--- src/rtl/mc_controller_if.sv ---
// Control bundle between the multicycle controller and its datapath/memory.
// The master side is the controller; the slave side is the datapath and memory environment.
interface mc_controller_if;
  logic [31:0] instruction;
  logic        mem_ready;
  logic        PcWrite;
  logic        PcWriteCond;
  logic        IorD;
  logic        MemRead;
  logic        MemWrite;
  logic        IrWrite;
  logic        MemtToReg;
  logic        RegDst;
  logic        regWrite;
  logic        AluSrcA;
  logic [1:0]  AluSrcB;
  logic [1:0]  AluOp;
  logic [1:0]  PcSource;
  logic [1:0]  ImmOp;
  logic [3:0]  state;
  logic        illegal;
  logic        timeout;

  modport master (
    input  instruction, mem_ready,
    output PcWrite, PcWriteCond, IorD, MemRead, MemWrite, IrWrite,
           MemtToReg, RegDst, regWrite, AluSrcA, AluSrcB, AluOp,
           PcSource, ImmOp, state, illegal, timeout
  );

  modport slave (
    output instruction, mem_ready,
    input  PcWrite, PcWriteCond, IorD, MemRead, MemWrite, IrWrite,
           MemtToReg, RegDst, regWrite, AluSrcA, AluSrcB, AluOp,
           PcSource, ImmOp, state, illegal, timeout
  );
endinterface

--- src/rtl/mc_controller.sv ---
// Multicycle CPU control FSM with memory wait-state timeout and sticky trap flags.
// All strobes are forced low combinationally while reset is asserted.
//
// state  | meaning
// FETCH  | read instruction, PC+4 (PC/IR written on mem_ready)
// DECODE | read registers, compute branch target
// MEMADR | compute load/store address
// MEMRD  | data memory read, wait for mem_ready
// MEMWB  | write load data to rt
// MEMWR  | data memory write, wait for mem_ready
// EXEC   | R-type ALU operation
// RWB    | write ALU result to rd
// BRANCH | compare and conditionally update PC
// JUMP   | load jump target into PC
// IEXEC  | immediate ALU operation
// IWB    | write immediate result to rt
// TRAP   | halted on illegal opcode or memory timeout
module mc_controller #(
  parameter int TIMEOUT      = 15,
  parameter bit ILLEGAL_TRAP = 1'b1
) (
  input  logic            clk,
  input  logic            reset,
  mc_controller_if.master bus
);

  typedef enum logic [3:0] {
    FETCH  = 4'd0,
    DECODE = 4'd1,
    MEMADR = 4'd2,
    MEMRD  = 4'd3,
    MEMWB  = 4'd4,
    MEMWR  = 4'd5,
    EXEC   = 4'd6,
    RWB    = 4'd7,
    BRANCH = 4'd8,
    JUMP   = 4'd9,
    IEXEC  = 4'd10,
    IWB    = 4'd11,
    TRAP   = 4'd12
  } stateType;

  localparam logic [7:0] TO_LAST = (TIMEOUT > 0) ? 8'(TIMEOUT - 1) : 8'd0;

  stateType   curState, nextState;
  logic [7:0] waitCnt;
  logic       illegalFlag, timeoutFlag;
  logic       setIllegal, setTimeout;
  logic       waitState, toHit;
  logic [5:0] opcode;

  logic       pcWrite, pcWriteCond, iorD, memRead, memWrite, irWrite;
  logic       memtToReg, regDst, regWr, aluSrcA;
  logic [1:0] aluSrcB, aluOp, pcSource, immOp;

  assign opcode    = bus.instruction[31:26];
  assign waitState = (curState == FETCH) || (curState == MEMRD) || (curState == MEMWR);
  // mem_ready is excluded here so that a completing access always wins over the timeout
  assign toHit     = (TIMEOUT != 0) && (waitCnt == TO_LAST) && !bus.mem_ready;

  always_ff @(posedge clk or negedge reset) begin
    if (!reset) begin
      curState    <= FETCH;
      waitCnt     <= 8'd0;
      illegalFlag <= 1'b0;
      timeoutFlag <= 1'b0;
    end else begin
      curState    <= nextState;
      illegalFlag <= illegalFlag | setIllegal;
      timeoutFlag <= timeoutFlag | setTimeout;
      if (nextState != curState)
        waitCnt <= 8'd0;
      else if (waitState && !bus.mem_ready && waitCnt != 8'hFF)
        waitCnt <= waitCnt + 8'd1;
    end
  end

  always_comb begin
    nextState   = curState;
    setIllegal  = 1'b0;
    setTimeout  = 1'b0;
    pcWrite     = 1'b0;
    pcWriteCond = 1'b0;
    iorD        = 1'b0;
    memRead     = 1'b0;
    memWrite    = 1'b0;
    irWrite     = 1'b0;
    memtToReg   = 1'b0;
    regDst      = 1'b0;
    regWr       = 1'b0;
    aluSrcA     = 1'b0;
    aluSrcB     = 2'b00;
    aluOp       = 2'b00;
    pcSource    = 2'b00;
    immOp       = 2'b00;

    unique case (curState)
      FETCH: begin
        memRead = 1'b1;
        aluSrcB = 2'b01;
        pcWrite = bus.mem_ready;
        irWrite = bus.mem_ready;
        if (bus.mem_ready)
          nextState = DECODE;
        else if (toHit) begin
          nextState  = TRAP;
          setTimeout = 1'b1;
        end
      end
      DECODE: begin
        aluSrcB = 2'b11;
        case (opcode)
          6'b000000:            nextState = EXEC;
          6'b100011, 6'b101011: nextState = MEMADR;
          6'b000100:            nextState = BRANCH;
          6'b000010:            nextState = JUMP;
          6'b001000, 6'b001100, 6'b001101: nextState = IEXEC;
          default: begin
            if (ILLEGAL_TRAP) begin
              nextState  = TRAP;
              setIllegal = 1'b1;
            end else begin
              nextState = FETCH;
            end
          end
        endcase
      end
      MEMADR: begin
        aluSrcA   = 1'b1;
        aluSrcB   = 2'b10;
        nextState = (opcode == 6'b100011) ? MEMRD : MEMWR;
      end
      MEMRD: begin
        memRead = 1'b1;
        iorD    = 1'b1;
        if (bus.mem_ready)
          nextState = MEMWB;
        else if (toHit) begin
          nextState  = TRAP;
          setTimeout = 1'b1;
        end
      end
      MEMWB: begin
        memtToReg = 1'b1;
        regWr     = 1'b1;
        nextState = FETCH;
      end
      MEMWR: begin
        memWrite = 1'b1;
        iorD     = 1'b1;
        if (bus.mem_ready)
          nextState = FETCH;
        else if (toHit) begin
          nextState  = TRAP;
          setTimeout = 1'b1;
        end
      end
      EXEC: begin
        aluSrcA   = 1'b1;
        aluOp     = 2'b10;
        nextState = RWB;
      end
      RWB: begin
        regDst    = 1'b1;
        regWr     = 1'b1;
        nextState = FETCH;
      end
      BRANCH: begin
        aluSrcA     = 1'b1;
        aluOp       = 2'b01;
        pcWriteCond = 1'b1;
        pcSource    = 2'b01;
        nextState   = FETCH;
      end
      JUMP: begin
        pcWrite   = 1'b1;
        pcSource  = 2'b10;
        nextState = FETCH;
      end
      IEXEC, IWB: begin
        case (opcode)
          6'b001100: immOp = 2'b01;
          6'b001101: immOp = 2'b10;
          default:   immOp = 2'b00;
        endcase
        if (curState == IEXEC) begin
          aluSrcA   = 1'b1;
          aluSrcB   = 2'b10;
          aluOp     = 2'b11;
          nextState = IWB;
        end else begin
          regWr     = 1'b1;
          nextState = FETCH;
        end
      end
      TRAP:    nextState = TRAP;
      default: nextState = FETCH;
    endcase
  end

  assign bus.PcWrite     = reset & pcWrite;
  assign bus.PcWriteCond = reset & pcWriteCond;
  assign bus.IorD        = reset & iorD;
  assign bus.MemRead     = reset & memRead;
  assign bus.MemWrite    = reset & memWrite;
  assign bus.IrWrite     = reset & irWrite;
  assign bus.MemtToReg   = reset & memtToReg;
  assign bus.RegDst      = reset & regDst;
  assign bus.regWrite    = reset & regWr;
  assign bus.AluSrcA     = reset & aluSrcA;
  assign bus.AluSrcB     = reset ? aluSrcB  : 2'b00;
  assign bus.AluOp       = reset ? aluOp    : 2'b00;
  assign bus.PcSource    = reset ? pcSource : 2'b00;
  assign bus.ImmOp       = reset ? immOp    : 2'b00;
  assign bus.state       = curState;
  assign bus.illegal     = illegalFlag;
  assign bus.timeout     = timeoutFlag;

endmodule

--- src/flat_wrapper.sv ---
// flat-port wrapper written by rule: the top's interface ports become plain ports
module mc_controller_flat 
#(
  parameter int TIMEOUT      = 15,
  parameter bit ILLEGAL_TRAP = 1'b1
)
  (clk, reset, bus_instruction, bus_mem_ready, bus_PcWrite, bus_PcWriteCond, bus_IorD, bus_MemRead, bus_MemWrite, bus_IrWrite, bus_MemtToReg, bus_RegDst, bus_regWrite, bus_AluSrcA, bus_AluSrcB, bus_AluOp, bus_PcSource, bus_ImmOp, bus_state, bus_illegal, bus_timeout);
  mc_controller_if bus_i ();
  input  logic clk;
  input  logic reset;
  input wire logic [$bits(bus_i.instruction)-1:0] bus_instruction;
  input wire logic [$bits(bus_i.mem_ready)-1:0] bus_mem_ready;
  output wire logic [$bits(bus_i.PcWrite)-1:0] bus_PcWrite;
  output wire logic [$bits(bus_i.PcWriteCond)-1:0] bus_PcWriteCond;
  output wire logic [$bits(bus_i.IorD)-1:0] bus_IorD;
  output wire logic [$bits(bus_i.MemRead)-1:0] bus_MemRead;
  output wire logic [$bits(bus_i.MemWrite)-1:0] bus_MemWrite;
  output wire logic [$bits(bus_i.IrWrite)-1:0] bus_IrWrite;
  output wire logic [$bits(bus_i.MemtToReg)-1:0] bus_MemtToReg;
  output wire logic [$bits(bus_i.RegDst)-1:0] bus_RegDst;
  output wire logic [$bits(bus_i.regWrite)-1:0] bus_regWrite;
  output wire logic [$bits(bus_i.AluSrcA)-1:0] bus_AluSrcA;
  output wire logic [$bits(bus_i.AluSrcB)-1:0] bus_AluSrcB;
  output wire logic [$bits(bus_i.AluOp)-1:0] bus_AluOp;
  output wire logic [$bits(bus_i.PcSource)-1:0] bus_PcSource;
  output wire logic [$bits(bus_i.ImmOp)-1:0] bus_ImmOp;
  output wire logic [$bits(bus_i.state)-1:0] bus_state;
  output wire logic [$bits(bus_i.illegal)-1:0] bus_illegal;
  output wire logic [$bits(bus_i.timeout)-1:0] bus_timeout;
  assign bus_i.instruction = bus_instruction;
  assign bus_i.mem_ready = bus_mem_ready;
  assign bus_PcWrite = bus_i.PcWrite;
  assign bus_PcWriteCond = bus_i.PcWriteCond;
  assign bus_IorD = bus_i.IorD;
  assign bus_MemRead = bus_i.MemRead;
  assign bus_MemWrite = bus_i.MemWrite;
  assign bus_IrWrite = bus_i.IrWrite;
  assign bus_MemtToReg = bus_i.MemtToReg;
  assign bus_RegDst = bus_i.RegDst;
  assign bus_regWrite = bus_i.regWrite;
  assign bus_AluSrcA = bus_i.AluSrcA;
  assign bus_AluSrcB = bus_i.AluSrcB;
  assign bus_AluOp = bus_i.AluOp;
  assign bus_PcSource = bus_i.PcSource;
  assign bus_ImmOp = bus_i.ImmOp;
  assign bus_state = bus_i.state;
  assign bus_illegal = bus_i.illegal;
  assign bus_timeout = bus_i.timeout;
  mc_controller #(.TIMEOUT(TIMEOUT), .ILLEGAL_TRAP(ILLEGAL_TRAP)) u_core (.clk(clk), .reset(reset), .bus(bus_i));
endmodule
--- config.mk ---
export PLATFORM = sky130hd
export DESIGN_NAME = mc_controller_flat
export DESIGN_NICKNAME = d
export VERILOG_FILES = /design/src/rtl/mc_controller_if.sv /design/src/rtl/mc_controller.sv /design/src/flat_wrapper.sv
export SDC_FILE = /design/constraint.sdc
export NUM_CORES = 1
export LEC_CHECK = 0
export BUFFER_PORTS_ARGS = -buffer_cell sky130_fd_sc_hd__buf_2
export CAP_MARGIN = 10
export CORE_ASPECT_RATIO = 0.5
export CORE_UTILIZATION = 47
export DETAILED_ROUTE_END_ITERATION = 10
export PLACE_DENSITY = 0.9
export SLEW_MARGIN = 30
export SYNTH_ARGS = -nofsm -noshare
export SYNTH_HDL_FRONTEND = slang
export SYNTH_SLANG_ARGS = --single-unit
--- constraint.sdc ---
create_clock -name clk -period 2.7 [get_ports clk]
set_input_delay 0.135 -clock clk [delete_from_list [all_inputs] [get_ports clk]]
set_output_delay 0.135 -clock clk [all_outputs]
set_load 0.02 [all_outputs]
After elaboration in Yosys (flattened, before gate mapping). Cells that the tools add are included.

Register bits after elaboration: 14. Bits of input ports: 35. Output and inout bits: 24. Word-level logic and storage cells: 95.

$add $sub $neg: 1. Equal/unequal tests: 22. Multiplexer cells: 38. Bitwise operators: 12. Reduce and logical (&&, ||, !) cells: 18.

Operators with widths (number): $pmux 4 s8 (1); $eq 4x4->1 const B (5); $mux 4 (5); $pmux 4 s5 (1); $eq 6x4->1 const B (3); $eq 4x3->1 const B (4); $mux 8 (2); $mux 1 (14); $mux 2 (7); $eq 6x6->1 const B (2); $and 1x1->1 (10); $reduce_or 2->1 (5); $reduce_or 3->1 (3); $add 8x1->8 const B (1); $eq 4x2->1 const B (2); $eq 8x4->1 const B (1); $ne 8x8->1 const B (1); $pmux 2 s2 (2); $pmux 2 s4 (1); $reduce_or 8->1 (1); $eq 6x2->1 const B (1); $eq 6x3->1 const B (1); $logic_not 6->1 (1); $pmux 1 s2 (3); 10 further kinds (14).

Logic depth before layout (Yosys ltp).
Word-level depth: 7. Gate-level depth with buffers: 7. Depth with buffers taken out: 7.

Least setup slack after synthesis. No wires, ideal clock.

Path kind: reg-to-output. From: register u_core.curState[3], in the netlist u_core.bus.state[3]. To: output port bus_PcSource[0]. Arrival: 1989 ps. Data required time: 2565 ps. Setup slack: 576 ps. Stages on the path, launching flop included: 6. Buffers on the path: 3. Cells stage by stage: dfrtp_1 clkbuf_1 clkbuf_1 nand3b_1 nor3_1 buf_4.

Longest elaborated chain between the ends: 3. Elaborated cells on any way between the ends: 4. Those cells by class: eq/ne: 2; mux: 2.

Ends and longest elaborated chain: start: declaration (RTL line mc_controller.sv:45) `stateType curState, nextState;`; start signal: assignment (RTL line mc_controller.sv:68) `curState <= nextState;`; $eq 4x4->1 (RTL line mc_controller.sv:97) `unique case (curState)`; $pmux 2 s2 * (RTL line mc_controller.sv:97); $mux 2 * (RTL line mc_controller.sv:213) `assign bus.PcSource = reset ? pcSource : 2'b00;`; end: declaration (RTL line flat_wrapper.sv:25) `output wire logic [$bits(bus_i.PcSource)-1:0] bus_PcSource;`.

Mark *: on every way between the ends. The rest lies on a longest branch, timed or not.

Worst setup path after layout.
From: register u_core.curState[3], in the netlist u_core.bus.state[3]. To: register u_core.waitCnt[1].

Longest elaborated chain between the ends: 6. Elaborated cells on any way between the ends: 23. Those cells by class: eq/ne: 9; mux: 7; reduce/logical: 7.

Ends and longest elaborated chain: parallel branches: the longest is 6 deep, another holds $pmux 4 s8; end signal: assignment (RTL line mc_controller.sv:74) `waitCnt <= waitCnt + 8'd1;`; end: declaration (RTL line mc_controller.sv:46) `logic [7:0] waitCnt;`.

Several ways; the timed one is not identified. A chain may end at the register's enable or synchronous reset.

==> results.sh <==
export IMPL_hp_class="in -> async"
export IMPL_synth_top_family_by_area="simple AND/OR/NAND/NOR gates"
export IMPL_crit_chain="nor4b_2, a22oi_2, o211ai_1, o311ai_2, a2111oi_2"
export IMPL_final_nets=234
export IMPL_wire_per_inst_um=15.1
export IMPL_power_density_nw_per_um2=829
export IMPL_overflow=0
export IMPL_dpl_cell_count=228
export IMPL_chipHeight_um=39.1
export IMPL_cts_root_buf="clkbuf_8"
export IMPL_syn_area_um2=1290
export IMPL_setup_tns_ns=0
export IMPL_dpl_cell_area_um2=1500
export IMPL_yosys_warnings=0
export IMPL_finClkSkew_ns=0.0105
export IMPL_timing_slew_headroom_pct=49.5
export IMPL_muxShareOfSynthArea_pct=0
export IMPL_worst_slack_ns=0.475
export IMPL_yosys_area_share_simple_pct=39.3
export IMPL_worstSkewPairLatency_ns=0.26
export IMPL_antenna_found_initial=0
export IMPL_drtPass1Iterations=5
export IMPL_final_cells=233
export IMPL_via_count=1445
export IMPL_post_cts_resized=0
export IMPL_critPathKind="reg -> reg"
export IMPL_rsz0062_at_grt="false"
export IMPL_synth_area_per_cell_um2=7.80
export IMPL_wl_met1_um=1540
export IMPL_ys_seq_elements=14
export IMPL_start_kind="flip-flop"
export IMPL_path_buf_inv=0
export IMPL_clock_path_buffers=2
export IMPL_first_global_vias=1195
export IMPL_synthFlopType="dfrtp_1"
export IMPL_worstMarginPinSlew_ns=0.756
export IMPL_grt_start_max_net_pins=25
export IMPL_crit_arrival_ns=2.37
export IMPL_cts_buffers=3
export IMPL_clock_fmax_mhz=449
export IMPL_finalHoldViolCount=0
export IMPL_vias_per_cell=6.20
export IMPL_clkSlewWorstSetupHoldPaths_ns=0.07
export IMPL_vdd_drop_max_uv=290
export IMPL_regArea_um2=350
export IMPL_hpwl_um=2410
export IMPL_synth_cell_types=49
export IMPL_die_w_um=76.2
export IMPL_drive_above_1_share_pct=26.5
export IMPL_initial_utilization_pct=49.8
export IMPL_synth_edff_count=0
export IMPL_coreArea_um2=2600
export IMPL_synthAdderAreaFrac_pct=1.93
export IMPL_routabilityCongestion=0.887
export IMPL_postSynth_asyncResetShare_pct=100
export IMPL_crit_slowest_cell="dfrtp_1"
export IMPL_route_met2_wl_um=1700
export IMPL_fillCellCount=224
export IMPL_dp_slack_ns=0.586
export IMPL_slowest_delay_ns=0.55
export IMPL_grt_pass1_wl_um=5570
export IMPL_io_pins=59
export IMPL_cp_required_ns=2.84
export IMPL_timing_final_crit_share_pct=82.4
export IMPL_p_leak_nw=0.654
export IMPL_die_area_um2=2980
export IMPL_cp_top_family="compound AO/OA/AOI/OAI gates"
export IMPL_maxCapViolCount=0
export IMPL_period_minus_slack_ns=2.23
export IMPL_rows=13
export IMPL_top_layer="met4"
export IMPL_synthesis_nets=203
export IMPL_cts_tree="yes"
export IMPL_cts_htree_levels=1
export IMPL_finalMaxSlewViolations=0
export IMPL_drt_total_wl_um=3530
export IMPL_route_met3_wl_um=210
export IMPL_ant_nets=0
export IMPL_n_antenna_cell=0
export IMPL_setup_viol=0
export IMPL_synth_xor_area_share_pct=6.09
export IMPL_area_delta_synth_final_pct=20.5
export IMPL_synthCells=166
export IMPL_synth_compound_area_share_pct=20.8
export IMPL_end_kind="flip-flop"
export IMPL_final_cell_area_um2=1560
export IMPL_grt_use_total_pct=24.1
export IMPL_drc=0
export IMPL_seq_area_frac_synth_pct=27.1
export IMPL_port_buffers=32
export IMPL_cts_sinks=14
export IMPL_multiInputGateArea_um2=890
export IMPL_cp_max_fo=16
export IMPL_drtIter0Drc=259
export IMPL_status="finished clean"
==> worst register-to-register path, stage by stage (launching register included) <==
cell       delay (ns)
dfrtp_1          0.55
nor4b_2          0.42
a22oi_2          0.22
o211ai_1         0.27
o311ai_2         0.30
a2111oi_2        0.34
==> final timing paths <==
check	startpoint	end	slack, ns	depth (start not counted)
worst max register to register	u_core.bus.state[3]	u_core.waitCnt[1]	0.47	5
max in group asynchronous	reset	u_core.bus.illegal	2.01	2
worst min register to register	u_core.bus.illegal	u_core.bus.illegal	0.45	1
worst min-delay path	reset	u_core.waitCnt[5]	0.35	2
min in group clk	bus_instruction[30]	u_core.bus.state[3]	0.36	3
worst max-delay path	u_core.bus.state[3]	u_core.waitCnt[1]	0.47	5
==> layout by cell type, fill, tap and decap left out, drive strengths merged, types with 2 or more instances in the layout <==
cell / instances
buf: 37
nor3: 16
nor2: 15
nand2: 14
dfrtp: 14
o21ai: 9
xnor2: 8
a21oi: 7
nand3: 5
nand2b: 5
nor4: 5
nand3b: 4
clkbuf: 4
nor2b: 3
o211ai: 3
inv: 3
a31oi: 3
nand4: 3
and2: 3
nor4b: 3
or4: 3
o21bai: 2
nor3b: 2
or2: 2
o22ai: 2
ha: 2
o311ai: 2
nand4b: 2
o21ba: 2
==> cell families after synthesis <==
logic type	after synthesis
DFF	14
buffers and inverters	15
and+or+nand+nor	88
xor gates and xnor gates	9
AOI/OAI and AO/OA	38
adders and majority gates	2
==> sequential cells by signal, summed over array words and instances, names as in the netlist <==
signal and flops:
u_core.bus.timeout 1, u_core.bus.illegal 1, u_core.waitCnt 8, u_core.bus.state 4
==> Yosys cell counts, types with 2 or more instances <==
library cell | n | area share, %
o21bai_1 | 2 | 1.2
o22ai_1 | 2 | 0.97
ha_1 | 2 | 1.9
nor2b_1 | 3 | 1.4
nand2b_1 | 5 | 2.4
nor2_1 | 15 | 4.3
buf_1 | 3 | 0.87
o211ai_1 | 3 | 1.7
nor3_1 | 16 | 6.2
xnor2_1 | 8 | 5.4
nand2_1 | 14 | 4.1
nand3b_1 | 4 | 2.3
or4_4 | 2 | 1.7
o21ai_0 | 9 | 3.5
clkbuf_1 | 6 | 1.7
nor4b_1 | 2 | 1.4
nor4_1 | 5 | 2.4
dfrtp_1 | 14 | 27
inv_1 | 3 | 0.87
nand3_1 | 5 | 1.9
or2_2 | 2 | 0.97
a31oi_1 | 3 | 1.4
and2_1 | 3 | 1.4
a21oi_1 | 7 | 2.7
nor3b_1 | 2 | 1.2
nand4_1 | 3 | 1.4
==> where the power goes <==
| group | internal, mW | switching, mW |
|---|---|---|
| sequential | 0.245 | 0.0810 |
| combinational | 0.284 | 0.468 |
| clock | 0.130 | 0.0861 |
| total | 0.659 | 0.635 |
==> timing repair <==
action / CTS / global route
hold endpoints to repair: 14 / 0
buffers inserted: 0 / 0
hold buffers: 1 / 0
==> layout make-up <==
type,count,share of cell area [%]
multi-input cells,137,57.0
repair buffers,38,13.3
clock buffers,4,3.53
well taps,37,2.97
flip-flops and latches,14,22.5
inverters,3,0.722
==> per-layer routing <==
metal,vias up,global-route usage (%)
li1,679,-
met1,680,30.5
met2,69,45.3
met3,17,2.35
met4,0,7.21
met5,-,0
==> through the flow <==
stage | utilization (%) | total power, mW | hold WS (ns)
finish | 60.0 | 1.29 | 0.355
global route | 60.0 | 1.37 | 0.366
CTS | 60.0 | 1.27 | 0.341
detailed placement | 57.5 | 1.05 | 0.108
global placement | 57.2 | 1.02 | 0.0935
floorplan | - | 0.842 | -0.161
(Power assumes the default switching activity.)
